$ cat config.mk
export PLATFORM = sky130hd
export DESIGN_NAME = sel2_arb
export DESIGN_NICKNAME = d
export VERILOG_FILES = /design/src/rtl/sel2_arb_pkg.sv /design/src/rtl/sel2_1_w.sv /design/src/rtl/sel2_arb.sv
export SDC_FILE = /design/constraint.sdc
export NUM_CORES = 1
export LEC_CHECK = 0
export ABC_AREA = 1
export CAP_MARGIN = 20
export CORE_AREA = 2 2 39 41
export CTS_BUF_LIST = sky130_fd_sc_hd__clkbuf_4 sky130_fd_sc_hd__clkbuf_8
export CTS_CLUSTER_SIZE = 12
export DETAILED_ROUTE_END_ITERATION = 7
export DIE_AREA = 0 0 41 43
export GPL_TIMING_DRIVEN = 0
export PLACE_DENSITY_LB_ADDON = 0.25
export SLEW_MARGIN = 0
export SYNTH_ARGS = -nofsm -noshare
export SYNTH_HDL_FRONTEND = slang
export SYNTH_SLANG_ARGS = --single-unit
$ cat constraint.sdc
create_clock -name CLK -period 2.5 [get_ports CLK]
set_input_delay 0.5 -clock CLK [delete_from_list [all_inputs] [get_ports CLK]]
set_output_delay 0.5 -clock CLK [all_outputs]
set_load 0.01 [all_outputs]
$ cat src/rtl/sel2_arb_pkg.sv
// Shared types and constants for the two-requester
// round-robin arbiter.
package sel2_arb_pkg;

    localparam int BCNT_W = 4;

    localparam logic SEL_A = 1'b0;
    localparam logic SEL_B = 1'b1;

    typedef enum logic [1:0] {
        IDLE  = 2'b00,
        OWN_A = 2'b01,
        OWN_B = 2'b10
    } state_e;

endpackage

$ cat src/rtl/sel2_1_w.sv
// WIDTH-bit combinational 2:1 selector.
// sel = 0 picks a, sel = 1 picks b.
module sel2_1_w #(
    parameter int WIDTH = 1
) (
    input  logic             sel,
    input  logic [WIDTH-1:0] a,
    input  logic [WIDTH-1:0] b,
    output logic [WIDTH-1:0] y
);

    assign y = sel ? b : a;

endmodule

$ cat src/rtl/sel2_arb.sv
// Round-robin arbiter owning the select of a 2:1 selector
// with bounded bursts and a registered output path.
module sel2_arb
    import sel2_arb_pkg::*;
#(
    parameter int WIDTH     = 1,
    parameter int MAX_BURST = 4
) (
    input  logic             CLK,
    input  logic             RST_N,
    input  logic             REQ_A,
    input  logic             REQ_B,
    input  logic [WIDTH-1:0] A,
    input  logic [WIDTH-1:0] B,
    output logic             GNT_A,
    output logic             GNT_B,
    output logic             SEL,
    output logic [WIDTH-1:0] OUT,
    output logic             OUT_VLD
);

    localparam logic [BCNT_W-1:0] BMAX = BCNT_W'(MAX_BURST - 1);

    state_e             state_q, state_d;
    logic [BCNT_W-1:0]  bcnt_q, bcnt_d;
    logic               last_q, last_d;
    logic               sel_q, sel_d;
    logic [WIDTH-1:0]   out_q, out_d;
    logic               out_vld_q, out_vld_d;
    logic               xfer;
    logic [WIDTH-1:0]   mux_y;

    sel2_1_w #(.WIDTH(WIDTH)) u_mux (
        .sel (sel_q),
        .a   (A),
        .b   (B),
        .y   (mux_y)
    );

    // Next state, burst counter, fairness flag and output path
    always_comb begin
        state_d = state_q;
        bcnt_d  = bcnt_q;
        last_d  = last_q;
        sel_d   = sel_q;
        xfer    = 1'b0;
        unique case (state_q)
            IDLE: begin
                bcnt_d = '0;
                if (REQ_A && REQ_B) begin
                    state_d = (last_q == SEL_A) ? OWN_B : OWN_A;
                end else if (REQ_A) begin
                    state_d = OWN_A;
                end else if (REQ_B) begin
                    state_d = OWN_B;
                end
            end
            OWN_A: begin
                xfer = REQ_A;
                if (!REQ_A || bcnt_q == BMAX) begin
                    last_d = SEL_A;
                    bcnt_d = '0;
                    if (REQ_B) begin
                        state_d = OWN_B;
                    end else if (REQ_A) begin
                        state_d = OWN_A;
                    end else begin
                        state_d = IDLE;
                    end
                end else begin
                    bcnt_d = bcnt_q + 1'b1;
                end
            end
            OWN_B: begin
                xfer = REQ_B;
                if (!REQ_B || bcnt_q == BMAX) begin
                    last_d = SEL_B;
                    bcnt_d = '0;
                    if (REQ_A) begin
                        state_d = OWN_A;
                    end else if (REQ_B) begin
                        state_d = OWN_B;
                    end else begin
                        state_d = IDLE;
                    end
                end else begin
                    bcnt_d = bcnt_q + 1'b1;
                end
            end
            default: begin
                state_d = IDLE;
                bcnt_d  = '0;
            end
        endcase
        if (state_d == OWN_A) begin
            sel_d = SEL_A;
        end else if (state_d == OWN_B) begin
            sel_d = SEL_B;
        end
        out_d     = xfer ? mux_y : out_q;
        out_vld_d = xfer;
    end

    // State and datapath registers, cleared asynchronously
    always_ff @(posedge CLK or negedge RST_N) begin
        if (!RST_N) begin
            state_q   <= IDLE;
            bcnt_q    <= '0;
            last_q    <= SEL_B;
            sel_q     <= SEL_A;
            out_q     <= '0;
            out_vld_q <= 1'b0;
        end else begin
            state_q   <= state_d;
            bcnt_q    <= bcnt_d;
            last_q    <= last_d;
            sel_q     <= sel_d;
            out_q     <= out_d;
            out_vld_q <= out_vld_d;
        end
    end

    assign GNT_A   = (state_q == OWN_A);
    assign GNT_B   = (state_q == OWN_B);
    assign SEL     = sel_q;
    assign OUT     = out_q;
    assign OUT_VLD = out_vld_q;

endmodule

==> summary.md <==
| Metric | Value |
|---|---|
| DIE AREA | 1760 um2 |
| Worst Hold Class | flip-flop to flip-flop |
| Element type at the critical path end | output port |
| Combinational Power Share | 51.0% |
| Critical R2R Launch | state_q[0]$_DFF_PN0_ |
| Root Driver | clkbuf_4 |
| Register share of total power | 32.9% |
| Yosys reg bits | 10 |
| Die width | just over 40 um |
| Initial Util | 46.3% |
| Worst vdd ir | 0.512 mV |
| YS warnings | 0 |
| 1st-iter DRT viols | 11 |
| Clock skew | 0.0103 ns |
| Final count of negative-setup-slack endpoints | 0 |
| Register area share after synthesis | 39.3% |
| Global Route Usage Sum | 17.3% |
| Highest-count cells in the layout ignoring fill and taps | nand2_1 (15), nor2_1 (13), dfrtp_1 (9), inv_1 (9), clkdlybuf4s50_1 (9) |
| Die H | 43 um |
| Clock transition at the registers of the reported paths | 0.06 ns |
| Cell Chain, Critical Path | inv_1, ha_1, clkdlybuf4s50_1 |
| R2R Path End | SEL$_DFFE_PN0P_ |
| Slowest CP cell | clkdlybuf4s50_1 |
| Share of power burned in the clock network | 16.1% |
| Crit path DAT | between 1.5 and 2 ns |
| Reg area | 251 um2 |
| CTS tree | yes |
| N_diodes | 0 |
| Post-CTS Resized | 0 |
| Initial antenna violation count | 0 |
| GR Overflow Total | 0 |
| Post-route cell area | 781 um2 |
| Area Overhead vs Synth | 21.9% |
| Vias | 535 |
| Min cycle time layout | between 2 and 2.5 ns |
| Routed Wire Length | 1.14 mm |
| CTS sink cnt | 10 |
| Worst r2r path cells | 12 |
| Max-cap viol count | 0 |
| Pre-antenna DRT Iters | 4 |
| Via-per-instance ratio | a little under 5 |
| Leakage power | ~0.00040 uW |
| CTS max path bufs | 2 |
| RSZ-0062 raised after global routing | false |
| Post-DR wirelength/cell | between 10 and 15 um |
| Drt drc | 0 |
| Pint | roughly 480 uW |
| Family with the most delay on the worst path | buffers and inverters |
| Area of the multi-input gates | between 300 and 400 um2 |
| Switch Pwr | 294 uW |
| Synth Net Count | 92 |
| First-pass GRT wire length | around 2.0 mm |
| Syn Area/Cell | 8.01 um2 |
| Pwr dens | 988 nW/um2 |
| Row cnt | 14 |
| Final nets | 106 |
| Syn Inst Count | 80 |
| Final TNS setup | 0 ns |
| Share of post-route cells with drive strength above 1 | 12.9% |
| Largest net degree at the start of global routing | 11 |
| Reg2Reg Setup Slack | approximately 0.60 ns |
| Status | complete, no violations |
| Cts hold-fix bufs | 0 |
| Worst path buffer plus inverter count | 2 |
| Worst-Skew Late Latency | ~0.26 ns |
| Slew margin rel. | a little under three quarters |
| Final period utilization | 85.5% |
| Post-route ant nets | 0 |
| Final WS setup | 0.361 ns |
| HP Start | bcnt_q[0]$_DFF_PN0_ |
| Fmax | 468 MHz |
| Count of cell types in the netlist | 19 |
| Core area | 1380 um2 |
| Worst EP required | 2.00 ns |
| H-Tree Depth | 1 |
| Io pins | 11 |
| Synthesized cell area | roughly 640 um2 |
| FILL cells | 125 |
| Slowest stage delay, CP | 0.56 ns |
| DP Worst Slack | 0.295 ns |
| Postcts setup bufs | 0 |
| Post-detail-place hpwl | 893 um |
| Switching share of power | 38.1% |
| Clock buffer count from CTS | 3 |
| Number of global-route vias before repair | 508 |
| Final Max Slew Viols | 0 |
| Hold endpoint | bcnt_q[0]$_DFF_PN0_ |
| Placer Congestion | 0.687 |
| Crit Path Category | flip-flop to output port |
| Startpoint Class | flip-flop |
| Worst-Margin Slew | 0.436 ns |
| Final hold violation count | 0 |
| Hold path cells | 1 |
| Leading cell type in the layout, fill and taps excluded | nand2_1 |
| # port buffers | 9 |
| CP Max Fanout | 5 |
| Dpl cell area | ~750 um2 |
## power groups by stage
stage	combinational, uW	sequential (uW)	clock [uW]
floorplan	253	260	0
global placement	383	255	0
detailed placement	391	257	0
CTS	393	254	131
global route	441	263	141
finish	394	254	124
## routing by layer
metal | wire, um | vias up | global-route usage, %
met5 | 0 | - | 0
met3 | 53 | 0 | 3.14
met2 | 548 | 10 | 25.3
met1 | 534 | 242 | 22.1
li1 | - | 283 | -
met4 | 0 | 0 | 11.3
## through the flow
step	util (%)	power [uW]	hold WS, ns	cells
3_5_place_dp	54.2	648	0.461	105
5_1_grt	56.4	845	0.492	109
3_3_place_gp	54.2	638	0.447	105
2_1_floorplan	-	513	0.204	80
4_1_cts	56.4	778	0.470	109
6_report	56.4	771	0.466	109
## worst max path at each step
| stage | start | to | slack (ns) | cells past startpoint |
|---|---|---|---|---|
| 3_5_place_dp | REQ_A | SEL$_DFFE_PN0P_ | 0.30 | 12 |
| 6_report | state_q[0]$_DFF_PN0_ | GNT_B | 0.36 | 3 |
| 3_3_place_gp | REQ_A | SEL$_DFFE_PN0P_ | 0.29 | 12 |
| 5_1_grt | state_q[0]$_DFF_PN0_ | GNT_B | 0.26 | 3 |
| 2_1_floorplan | state_q[0]$_DFF_PN0_ | SEL$_DFFE_PN0P_ | 0.78 | 12 |
| 4_1_cts | state_q[0]$_DFF_PN0_ | GNT_B | 0.35 | 3 |
## cell usage after synthesis
library cell | n | area [um2]
a21boi_4 | 1 | 18.8
nor2_1 | 13 | 48.8
xor2_1 | 1 | 8.76
ha_1 | 6 | 75.1
nor2_2 | 1 | 6.26
dfstp_2 | 1 | 26.3
inv_1 | 9 | 33.8
o21bai_1 | 1 | 7.51
o21ai_0 | 5 | 25.0
dfrtp_1 | 9 | 225
xnor2_1 | 1 | 8.76
nand2_2 | 2 | 12.5
or2_1 | 1 | 6.26
nor2_4 | 1 | 11.3
nand2_1 | 15 | 56.3
nand3_1 | 8 | 40.0
buf_6 | 1 | 11.3
a21oi_1 | 3 | 15.0
inv_2 | 1 | 3.75
## cell families after synthesis
family          count (synthesis)  synth area share [%]
fa+ha+maj                       6                  11.7
compound gates                 10                  10.4
buf+inv                        11                  7.62
simple gates                   41                  28.3
xor+xnor                        2                  2.73
flops                          10                  39.3
## worst reg2reg max path, cell delays in order (launching register included)
cell,delay (ns)
dfrtp_1,0.40
inv_1,0.16
ha_1,0.26
nand2_1,0.14
inv_1,0.09
nand2_1,0.07
inv_1,0.05
nand2_1,0.04
nand2_1,0.08
o21bai_1,0.08
ha_1,0.29
nand2_1,0.06
o21ai_0,0.07
## registers in the layout, summed over array words and instances (netlist names)
name	cells
bcnt_q	4
state_q	2
OUT	1
OUT_VLD	1
SEL	1
last_q	1
## layout make-up
cell class                 instances  area share [%]
multi-input combinational         59            43.6
sequential                        10            32.2
timing repair buffer               9            11.5
inverter                          10            4.81
clock buffer                       4            3.85
tap                               16            2.56
buffer                             1            1.44
No activity file was read; power rests on OpenSTA's default activity.
==> variant (same flow settings) <==
Reset style: synchronous (`RST_N`), changed in one clocked block. Comments in the files are not updated.
--- a/src/rtl/sel2_arb.sv
+++ b/src/rtl/sel2_arb.sv
@@ -102,7 +102,7 @@
     end
 
     // State and datapath registers, cleared asynchronously
-    always_ff @(posedge CLK or negedge RST_N) begin
+    always_ff @(posedge CLK) begin
         if (!RST_N) begin
             state_q   <= IDLE;
             bcnt_q    <= '0;
Check against the original RTL: differs if RST_N is asserted again (counterexample within 4 cycles, from zero or initial values and one cycle with RST_N low); with RST_N held inactive, the same outputs for 10 cycles.
==> variant against the unedited design <==
  * Critical path depth unchanged
  * Setup slack better by 87 ps
  * Area after synthesis shrank 5.5%
  * Cell area down 3.7%
  * Wire length is 6.4% lower
  * Sequential cell count is the same
  * Critical endpoint unchanged
  * Via count is 7.9% higher
Power is not compared: it rests on default switching activity, and its combinational part moved more than twofold at a synthesized area within 25%.
==> variant: results (changes against the unedited design) <==
| Metric | Value |
|---|---|
| Worst Hold Depth | `2 (was 1)` |
| R2R Setup Slk | `1010 ps (was 600 ps)` |
| CTS Buf Count | `3 (unchanged)` |
| Hold path startpoint | `last_q (was bcnt_q[0])` |
| Detailed Route Iter0 Violations | `10 (was 11)` |
| First-pass GRT wire length | `1807 um (was 2021 um)` |
| Ys async rst share | `0 (was 1.000)` |
| Placed cell count | `114 (was 105)` |
| Clk_skew | `5.310 ps (was 10.27 ps)` |
| Reg2Reg Depth | `13 (was 12)` |
| Hold Path Sink | `last_q (was bcnt_q[0])` |
| Vias in the first global route | `464 (was 508)` |
| R2R Path End | `SEL (unchanged)` |
| Final Wtd Congestion | `0.6951 (was 0.6873)` |
| Detailed-placement wirelength estimate | `863.4 um (was 892.8 um)` |
| Worst endpoint data arrival time | `1550 ps (was 1640 ps)` |
| Post-synth net total | `100 (was 92)` |
| CTS Root Cell | `clkbuf_4 (unchanged)` |
| Status | `finished, final reports clean (unchanged)` |
| Synth cell types | `18 (was 19)` |
| Synth area leaders | `dfxtp_1, nand2_1, nand3_1 (was dfrtp_1, ha_1, nand2_1)` |
| Vias per cell | `4.890 (was 4.908)` |
| Worst Tran Pin Value | `263.1 ps (was 435.6 ps)` |
| Syn Inst Count | `89 (was 80)` |
| Share of cells above drive strength 1 | `0.1078 (was 0.1290)` |
| Seq/Total Area, Yosys | `0.3306 (was 0.3926)` |
| Largest net degree at the start of global routing | `10 (was 11)` |
| Area post-placement | `715.7 um^2 (was 750.7 um^2)` |
| Worst hold slack | `461.1 ps (was 466.2 ps)` |
| Overall Global Routing Usage | `0.1466 (was 0.1726)` |
| Setup Fix Bufs, Post-CTS | `0 (unchanged)` |
| Worst r2r src | `state_q[1] (was state_q[0])` |
| Drt wl/cell | `9.017 um (was 10.43 um)` |
| Most common library cells after synthesis | `nand2_1, nand3_1, inv_1 (was nand2_1, nor2_1, dfrtp_1, inv_1, nand3_1)` |
| Vias | `577 (was 535)` |
| Dpl ws | `603.6 ps (was 295.3 ps)` |
variant: worst max-delay path by stage:
stage / from / endpoint / depth (start not counted)
final: state_q[0] / GNT_B / 3
after global routing: state_q[0] / GNT_B / 3
after CTS: state_q[0] / GNT_B / 3
after detailed placement: REQ_B / SEL / 11
after global placement: REQ_B / SEL / 11
after floorplan: state_q[1] / SEL / 13
variant: metrics by stage:
| step | utilization | power, mW |
|---|---|---|
| finish | 0.5434 | 0.5055 |
| global route | 0.5434 | 0.5424 |
| CTS | 0.5434 | 0.5112 |
| detailed placement | 0.5172 | 0.3679 |
| global placement | 0.5172 | 0.3654 |
| floorplan | - | 0.3119 |
variant: logic make-up after synthesis:
kind of cell / after synthesis / share of synthesized area
buffers and inverters: 16 / 0.1012
AO/OA/AOI/OAI: 4 / 0.03927
adder cells (fa/ha/maj): 5 / 0.1033
flip-flops: 10 / 0.3306
XOR/XNOR: 2 / 0.02893
AND/OR/NAND/NOR: 52 / 0.3967
variant: critical path, cell delays in order (launching register included):
cell and delay, ps:
dfxtp_1 340, inv_1 130, ha_1 260, clkdlybuf4s50_1 570
variant: final cells by class:
class                      count  area, um^2
buffer                         1       5.005
clock buffer                   4       36.28
fill                         136       631.9
inverter                      15       56.30
multi-input combinational     63       344.1
sequential                    10       200.2
tap                           16       20.02
timing repair buffer           9       90.09
variant: metal layers:
metal,part of all wire,GRT usage,wire length (um)
met2,0.46,0.2063,487
met1,0.48,0.2105,507
met5,0,0,0
met4,0.0075,0.06000,8
met3,0.057,0.03141,61
variant: power groups by stage:
stage / logic, mW / clock network, mW / registers [mW]
finish: 0.171 / 0.142 / 0.192
global route: 0.194 / 0.154 / 0.194
CTS: 0.173 / 0.146 / 0.192
detailed placement: 0.172 / 0 / 0.196
global placement: 0.170 / 0 / 0.195
floorplan: 0.115 / 0 / 0.197
